### src/rtl/seq_pkg.sv
// Shared types for the 10110 sequence generator and detector.
// Holds the default pattern and the one-hot transmitter states.
package seq_pkg;

  localparam int unsigned SEQ_WIDTH = 5;
  localparam logic [SEQ_WIDTH-1:0] SEQ_PATTERN = 5'b10110;

  localparam int unsigned I_IDLE = 0;
  localparam int unsigned I_SEND = 1;
  localparam int unsigned I_GAP  = 2;
  localparam int unsigned I_DONE = 3;

  typedef enum logic [3:0] {
    S_IDLE = 4'b0001,
    S_SEND = 4'b0010,
    S_GAP  = 4'b0100,
    S_DONE = 4'b1000
  } tx_state_e;

endpackage

### src/rtl/seq_piso.sv
// Loadable parallel-in serial-out shift register, MSB first.
// Load has priority over shift; neither means hold.
module seq_piso #(
  parameter int unsigned WIDTH = 5
) (
  input  logic             clk_i,
  input  logic             rst_ni,
  input  logic             load_i,
  input  logic             shift_i,
  input  logic [WIDTH-1:0] data_i,
  output logic             msb_o
);

  logic [WIDTH-1:0] sr;

  always_ff @(posedge clk_i or negedge rst_ni) begin
    if (!rst_ni) begin
      sr <= '0;
    end else if (load_i) begin
      sr <= data_i;
    end else if (shift_i) begin
      sr <= sr << 1;
    end
  end

  assign msb_o = sr[WIDTH-1];

endmodule

### src/rtl/seq_gen_tx.sv
// Burst transmitter: sends PATTERN rep_i times, MSB first,
// with GAP_LEN zero bits between repetitions and a done pulse.
module seq_gen_tx
  import seq_pkg::*;
#(
  parameter int unsigned          WIDTH   = SEQ_WIDTH,
  parameter logic [WIDTH-1:0]     PATTERN = SEQ_PATTERN,
  parameter int unsigned          GAP_LEN = 2,
  parameter int unsigned          CNT_W   = 4
) (
  input  logic             clk_i,
  input  logic             rst_ni,
  input  logic             start_i,
  input  logic [CNT_W-1:0] rep_i,
  input  logic             stall_i,
  output logic             d_o,
  output logic             valid_o,
  output logic             busy_o,
  output logic             done_o
);

  localparam int BW = (WIDTH > 1) ? $clog2(WIDTH) : 1;
  localparam int GW = (GAP_LEN > 1) ? $clog2(GAP_LEN) : 1;
  localparam bit NO_GAP = (GAP_LEN == 0);

  tx_state_e        state;
  logic [BW-1:0]    bit_cnt;
  logic [GW-1:0]    gap_cnt;
  logic [CNT_W-1:0] rep_cnt;

  logic accept;
  logic last_bit;
  logic last_gap;
  logic last_rep;
  logic load;
  logic shift;
  logic msb;

  assign accept   = state[I_IDLE] & start_i & (|rep_i);
  assign last_bit = (bit_cnt == BW'(WIDTH - 1));
  assign last_gap = (gap_cnt == GW'(GAP_LEN - 1));
  assign last_rep = (rep_cnt == CNT_W'(1));

  // Reload on accept, on back-to-back repetitions, and at gap end.
  assign load = accept
    | (state[I_SEND] & ~stall_i & last_bit
       & ~last_rep & NO_GAP)
    | (state[I_GAP] & ~stall_i & last_gap);
  assign shift = state[I_SEND] & ~stall_i;

  seq_piso #(
    .WIDTH (WIDTH)
  ) u_piso (
    .clk_i   (clk_i),
    .rst_ni  (rst_ni),
    .load_i  (load),
    .shift_i (shift),
    .data_i  (PATTERN),
    .msb_o   (msb)
  );

  always_ff @(posedge clk_i or negedge rst_ni) begin
    if (!rst_ni) begin
      state   <= S_IDLE;
      bit_cnt <= '0;
      gap_cnt <= '0;
      rep_cnt <= '0;
    end else begin
      unique case (1'b1)
        state[I_IDLE]: begin
          if (accept) begin
            rep_cnt <= rep_i;
            bit_cnt <= '0;
            state   <= S_SEND;
          end
        end
        state[I_SEND]: begin
          if (!stall_i) begin
            if (last_bit) begin
              rep_cnt <= rep_cnt - CNT_W'(1);
              bit_cnt <= '0;
              gap_cnt <= '0;
              if (last_rep)
                state <= S_DONE;
              else if (NO_GAP)
                state <= S_SEND;
              else
                state <= S_GAP;
            end else begin
              bit_cnt <= bit_cnt + BW'(1);
            end
          end
        end
        state[I_GAP]: begin
          if (!stall_i) begin
            if (last_gap) begin
              gap_cnt <= '0;
              bit_cnt <= '0;
              state   <= S_SEND;
            end else begin
              gap_cnt <= gap_cnt + GW'(1);
            end
          end
        end
        state[I_DONE]: begin
          state <= S_IDLE;
        end
        default: begin
          state <= S_IDLE;
        end
      endcase
    end
  end

  assign d_o     = state[I_SEND] & msb;
  assign valid_o = (state[I_SEND] | state[I_GAP]) & ~stall_i;
  assign busy_o  = ~state[I_IDLE];
  assign done_o  = state[I_DONE];

endmodule

### config.mk
export PLATFORM = sky130hd
export DESIGN_NAME = seq_gen_tx
export DESIGN_NICKNAME = d
export VERILOG_FILES = /design/src/rtl/seq_pkg.sv /design/src/rtl/seq_piso.sv /design/src/rtl/seq_gen_tx.sv
export SDC_FILE = /design/constraint.sdc
export NUM_CORES = 1
export LEC_CHECK = 0
export ABC_AREA = 0
export CAP_MARGIN = 25
export CORE_ASPECT_RATIO = 0.8
export CORE_MARGIN = 2
export CORE_UTILIZATION = 50
export CTS_BUF_LIST = sky130_fd_sc_hd__clkbuf_4
export DETAILED_ROUTE_END_ITERATION = 10
export GPL_TIMING_DRIVEN = 0
export PLACE_DENSITY = 0.81
export SYNTH_ARGS = -nofsm -noshare
export SYNTH_HDL_FRONTEND = slang
export SYNTH_HIERARCHICAL = 1
export SYNTH_SLANG_ARGS = --single-unit
### constraint.sdc
create_clock -name clk_i -period 1.5 [get_ports clk_i]
set_input_delay 0.225 -clock clk_i [delete_from_list [all_inputs] [get_ports clk_i]]
set_output_delay 0.225 -clock clk_i [all_outputs]
set_load 0.05 [all_outputs]
# Word level (Yosys, flattened, before mapping)

Cells that the tools add are included.

Flip-flop bits (word level): 17
Output and inout bits: 4

Add/sub/neg operators: 3
Reductions and logical operators: 9
Bitwise operators: 11
Mux-type cells: 24
Equal/unequal tests: 7

Operators by type and width:

| operator                                         | count |
|---|---|
| 2-to-1 mux 4 bit                                 | 9 |
| 2-to-1 mux 3 bit                                 | 5 |
| one-hot mux 4 bit (3 select lines)               | 1 |
| 2-to-1 mux 5 bit                                 | 2 |
| AND reduction 5 bit                              | 2 |
| one-hot mux 3 bit (3 select lines)               | 1 |
| one-hot mux 4 bit (2 select lines)               | 1 |
| AND reduction 4 bit                              | 2 |
| bitwise AND 1 bit                                | 7 |
| != test 2 x 1 -> 1 bit, second input constant    | 3 |
| nonzero test 2 bit                               | 3 |
| == test 4 x 1 -> 1 bit, second input constant    | 1 |
| 2-to-1 mux 1 bit                                 | 4 |
| != test 2 bit, second input constant             | 2 |
| OR reduction 4 bit                               | 1 |
| subtractor 4 x 1 -> 4 bit, second input constant | 1 |
| adder 3 x 1 -> 3 bit, second input constant      | 1 |
| == test 3 bit, second input constant             | 1 |
| nonzero test 3 bit                               | 1 |
| inverter 1 bit                                   | 2 |
| OR 1 bit                                         | 2 |
| one-hot mux 1 bit (2 select lines)               | 1 |
| adder 1 bit, second input constant               | 1 |

# Logic depth before layout (Yosys ltp)

Word-level depth: 5
Depth in mapped cells: 7

# Cells and area by module

The synthesis kept the hierarchy.

Modules (own cells, without submodules):

| module     | cells an instance | instances | area an instance (um^2) |
|---|---|---|---|
| seq_gen_tx | 88                | 1         | 793.3 |
| seq_piso   | 22                | 1         | 241.5 |

# Worst setup path before layout

No wires, ideal clock.

Path kind: register to register
From: reg bit_cnt[0]
To: reg rep_cnt[0]
Stages on the path, launching flop included: 7
Path slack: 0.016 ns
Buffers on the path: 0
Setup time: 0.125 ns
Arrival time: 1.359 ns
Cells stage by stage: dfrtp_1 > inv_1 > ha_1 > nand2_1 > o21ai_1 > nand3_1 > mux2_4

Word-level cells in the longest chain between the ends: 3

RTL lines:

| item                                    | line             | RTL |
|---|---|---|
| start: declaration                      | seq_gen_tx.sv:27 | `logic [BW-1:0] bit_cnt;` |
| start signal: assignment                | seq_gen_tx.sv:90 | `bit_cnt <= bit_cnt + BW'(1);` |
| == test 3 bit                           | seq_gen_tx.sv:40 | `assign last_bit = (bit_cnt == BW'(WIDTH - 1));` |
| != test 2 x 1 -> 1 bit (no source line) | -                |  |
| AND reduction 4 bit (no source line)    | -                |  |
| end signal: assignment                  | seq_gen_tx.sv:72 | `rep_cnt <= rep_i;` |
| end signal: assignment                  | seq_gen_tx.sv:80 | `rep_cnt <= rep_cnt - CNT_W'(1);` |
| end: declaration                        | seq_gen_tx.sv:29 | `logic [CNT_W-1:0] rep_cnt;` |

No other way between the ends.
A chain may end at the register's enable or synchronous reset.

# Final worst setup path

From: reg state[1]
To: out d_o

Word-level cells in the longest chain between the ends: 1

RTL lines:

| item                     | line              | RTL |
|---|---|---|
| start: declaration       | seq_gen_tx.sv:26  | `tx_state_e state;` |
| start signal: assignment | seq_gen_tx.sv:64  | `state <= S_IDLE;` |
| start signal: assignment | seq_gen_tx.sv:74  | `state <= S_SEND;` |
| start signal: assignment | seq_gen_tx.sv:84  | `state <= S_DONE;` |
| bitwise AND 1 bit        | seq_gen_tx.sv:115 | `assign d_o = state[I_SEND] & msb;` |
| end: declaration         | seq_gen_tx.sv:16  | `output logic d_o,` |

No other way between the ends.

==> out/metrics.csv <==
metric;value;unit
leakage;0.628;nW
multi-input logic area;596;µm²
Die H;44.7;µm
max-cap viol count;0;
worst-case clock buffer depth;2;
drc violations;0;
Yosys reg bits;17;
vias in the first global route;799;
post-synthesis cell count;110;
clk slew on worst S/H paths;0.10;ns
run status;completed;
Crit path arrival time;1.24;ns
total chip power;0.00243;W
ant diodes;0;
max-slew violations;0;
Die Area;2450;µm²
Slew @ Worst Pin;0.779;ns
Final ANT Viol Nets;0;
final cycle utilization of the critical path;0.977;
FF/Latch Area;428;µm²
largest net degree at the start of global routing;18;
DRT iter0 DRCs;14;
clock skew;0.00944;ns
synth warn;6;
Rel. slew slack;0.479;
initial antenna violation count;0;
Peak VDD IR;0.00120;V
Avg Vias per Cell;5.46;
I/O Pins;12;
DR WL/cell;14.3;µm
core region area;1910;µm²
GRT Total Usage;0.217;
crit path time final;1.46;ns
Worst EP required;1.27;ns
Final setup viols;0;
nets;146;
CTS Buf Count;3;
First-pass DRT Iterations;4;
crit path max fanout;10;
area delta synth->final;27.7;%
worst min-delay path class;in2reg;
Synth area leader;dfrtp_1;
Netlist cell types;36;
detailed-route wire length;2240;µm
Die Wd;54.9;µm
Avg Inst Size Synth;9.41;µm²
layout cells sized above 1;0.241;
CP Launch Type;register;
Initial Util;0.542;
kind of critical path;reg2out;
grt total ovfl;0;
Root Driver;clkbuf_4;
sequential fraction of the synthesis area;0.412;
Routability Congestion;0.851;
Final Hold Violating Endpoints;0;
hold_buf cts;0;
CTS tree;done;
worst hold margin;0.332;ns
filler instances;154;
# rows;14;
RSZ-0062 raised after global routing;true;
detailed placement HPWL;1530;µm
Skew-Pair Late Insertion Delay;0.30;ns
PortBufs;11;
Crit. End Element;primary output;
first-pass GRT wire length;3710;µm
Max H-tree Level;1;
via count;857;
PwrDens;1840;nW/µm²
Mapped Area;1030;µm²
clk sinks;17;
f_max;683;MHz
top-area cell type share of the netlist area;0.387;
dominant cells by area after synthesis;dfrtp_1, mux2i_1, nand2_1, ha_1, buf_6;
critical path, stage by stage, from the launching register on:
cell,delay (ns)
dfrtp_2,0.46
clkbuf_8,0.18
and2_1,0.15
buf_6,0.15
cells by family after synthesis:
logic type               after synthesis  share of synthesized area
flip-flops                            17                      0.412
AND/OR/NAND/NOR                       40                      0.203
other                                  2                    0.00726
buffers and inverters                 12                     0.0689
multiplexers                           9                     0.0931
adder cells (fa/ha/maj)                4                     0.0484
AO/OA/AOI/OAI                         26                      0.167
per-stage QoR:
stage | utilization | cells | cell area [µm²] | worst slack, ns | setup TNS, ns
global placement | 0.621 | 148 | 1190 | -0.476 | -3.13
finish | 0.692 | 157 | 1320 | 0.0351 | 0
detailed placement | 0.621 | 148 | 1190 | -0.507 | -3.27
floorplan | - | 113 | 1050 | 0.0160 | 0
global route | 0.692 | 157 | 1320 | -0.0114 | -0.0114
CTS | 0.647 | 152 | 1240 | -0.0146 | -0.0146
cell usage in the layout (no fill, tap or decap), types with 4 or more instances in the layout:
cell | Yosys | final
a21oi_1 | 4 | 4
buf_4 | 1 | 6
buf_6 | 3 | 4
conb_1 | 2 | 5
dfrtp_1 | 16 | 15
inv_1 | 7 | 5
mux2i_1 | 7 | 7
nand2_1 | 15 | 13
nand2b_1 | 4 | 4
nand3_1 | 4 | 4
nor2_1 | 7 | 7
o21ai_1 | 5 | 5
area by class of cell:
type / count / area share
multi-input combinational: 84 / 0.451
sequential: 17 / 0.324
timing repair buffer: 16 / 0.120
buffer: 5 / 0.0417
tap: 24 / 0.0227
inverter: 7 / 0.0199
clock buffer: 3 / 0.0170
clock inverter: 1 / 0.00379
Yosys cell counts (all sizes together):
library cell and instances:
a21oi 4, a22oi 1, a31oi 2, a32o 1
and2 1, and3 2, and4 1, buf 4
clkbuf 1, conb 2, dfrtp 16, dfstp 1
ha 4, inv 7, mux2 2, mux2i 7
nand2 15, nand2b 4, nand3 4, nand3b 1
nor2 7, nor2b 1, nor3 1, nor3b 2
nor4 1, o211ai 1, o21ai 10, o22ai 1
o2bb2ai 3, o311ai 1, o31ai 1, o41ai 1
per-layer routing:
| metal | wire length [µm] | GRT usage |
|---|---|---|
| met4 | 46 | 0.0450 |
| met2 | 1080 | 0.357 |
| met1 | 1020 | 0.286 |
| met5 | 0 | 0 |
| met3 | 98 | 0.0596 |
final timing paths:
check / slack, ns / cells after the start / endpoint / startpoint
worst min-delay path: 0.33 / 3 / rep_cnt[1]$_DFFE_PN0P_ / rep_i[1]
worst max-delay path: 0.04 / 3 / d_o / state[1]$_DFF_PN0_
worst max register to register: 0.06 / 6 / rep_cnt[0]$_DFFE_PN0P_ / bit_cnt[0]$_DFFE_PN0P_
max in group asynchronous: 0.60 / 1 / state[1]$_DFF_PN0_ / rst_ni
worst min register to register: 0.50 / 1 / state[3]$_DFFE_PN0P_ / state[3]$_DFFE_PN0P_
min in group asynchronous: 0.37 / 1 / rep_cnt[1]$_DFFE_PN0P_ / rst_ni
sequential cells by signal, summed over array words and instances, names as in the netlist:
register / count
bit_cnt: 3
gap_cnt: 1
rep_cnt: 4
state: 4
u_piso/sr: 5
where the power goes:
group | leakage, nW | switching (W) | internal (W) | total [W]
sequential | 0.208 | 0.000179 | 0.000663 | 0.000842
clock | 0.0177 | 0.000144 | 0.0000994 | 0.000244
combinational | 0.402 | 0.000713 | 0.000631 | 0.00134
timing repair:
action | 4_1_cts | 5_1_grt
endpoints found under the setup margin | 9 | 7
setup buffers | 0 | 5
hold endpoints to repair | 0 | 0
gates resized for setup | 28 | 12
pin swaps | 1 | 3
Power figures use the tool's default switching activity.
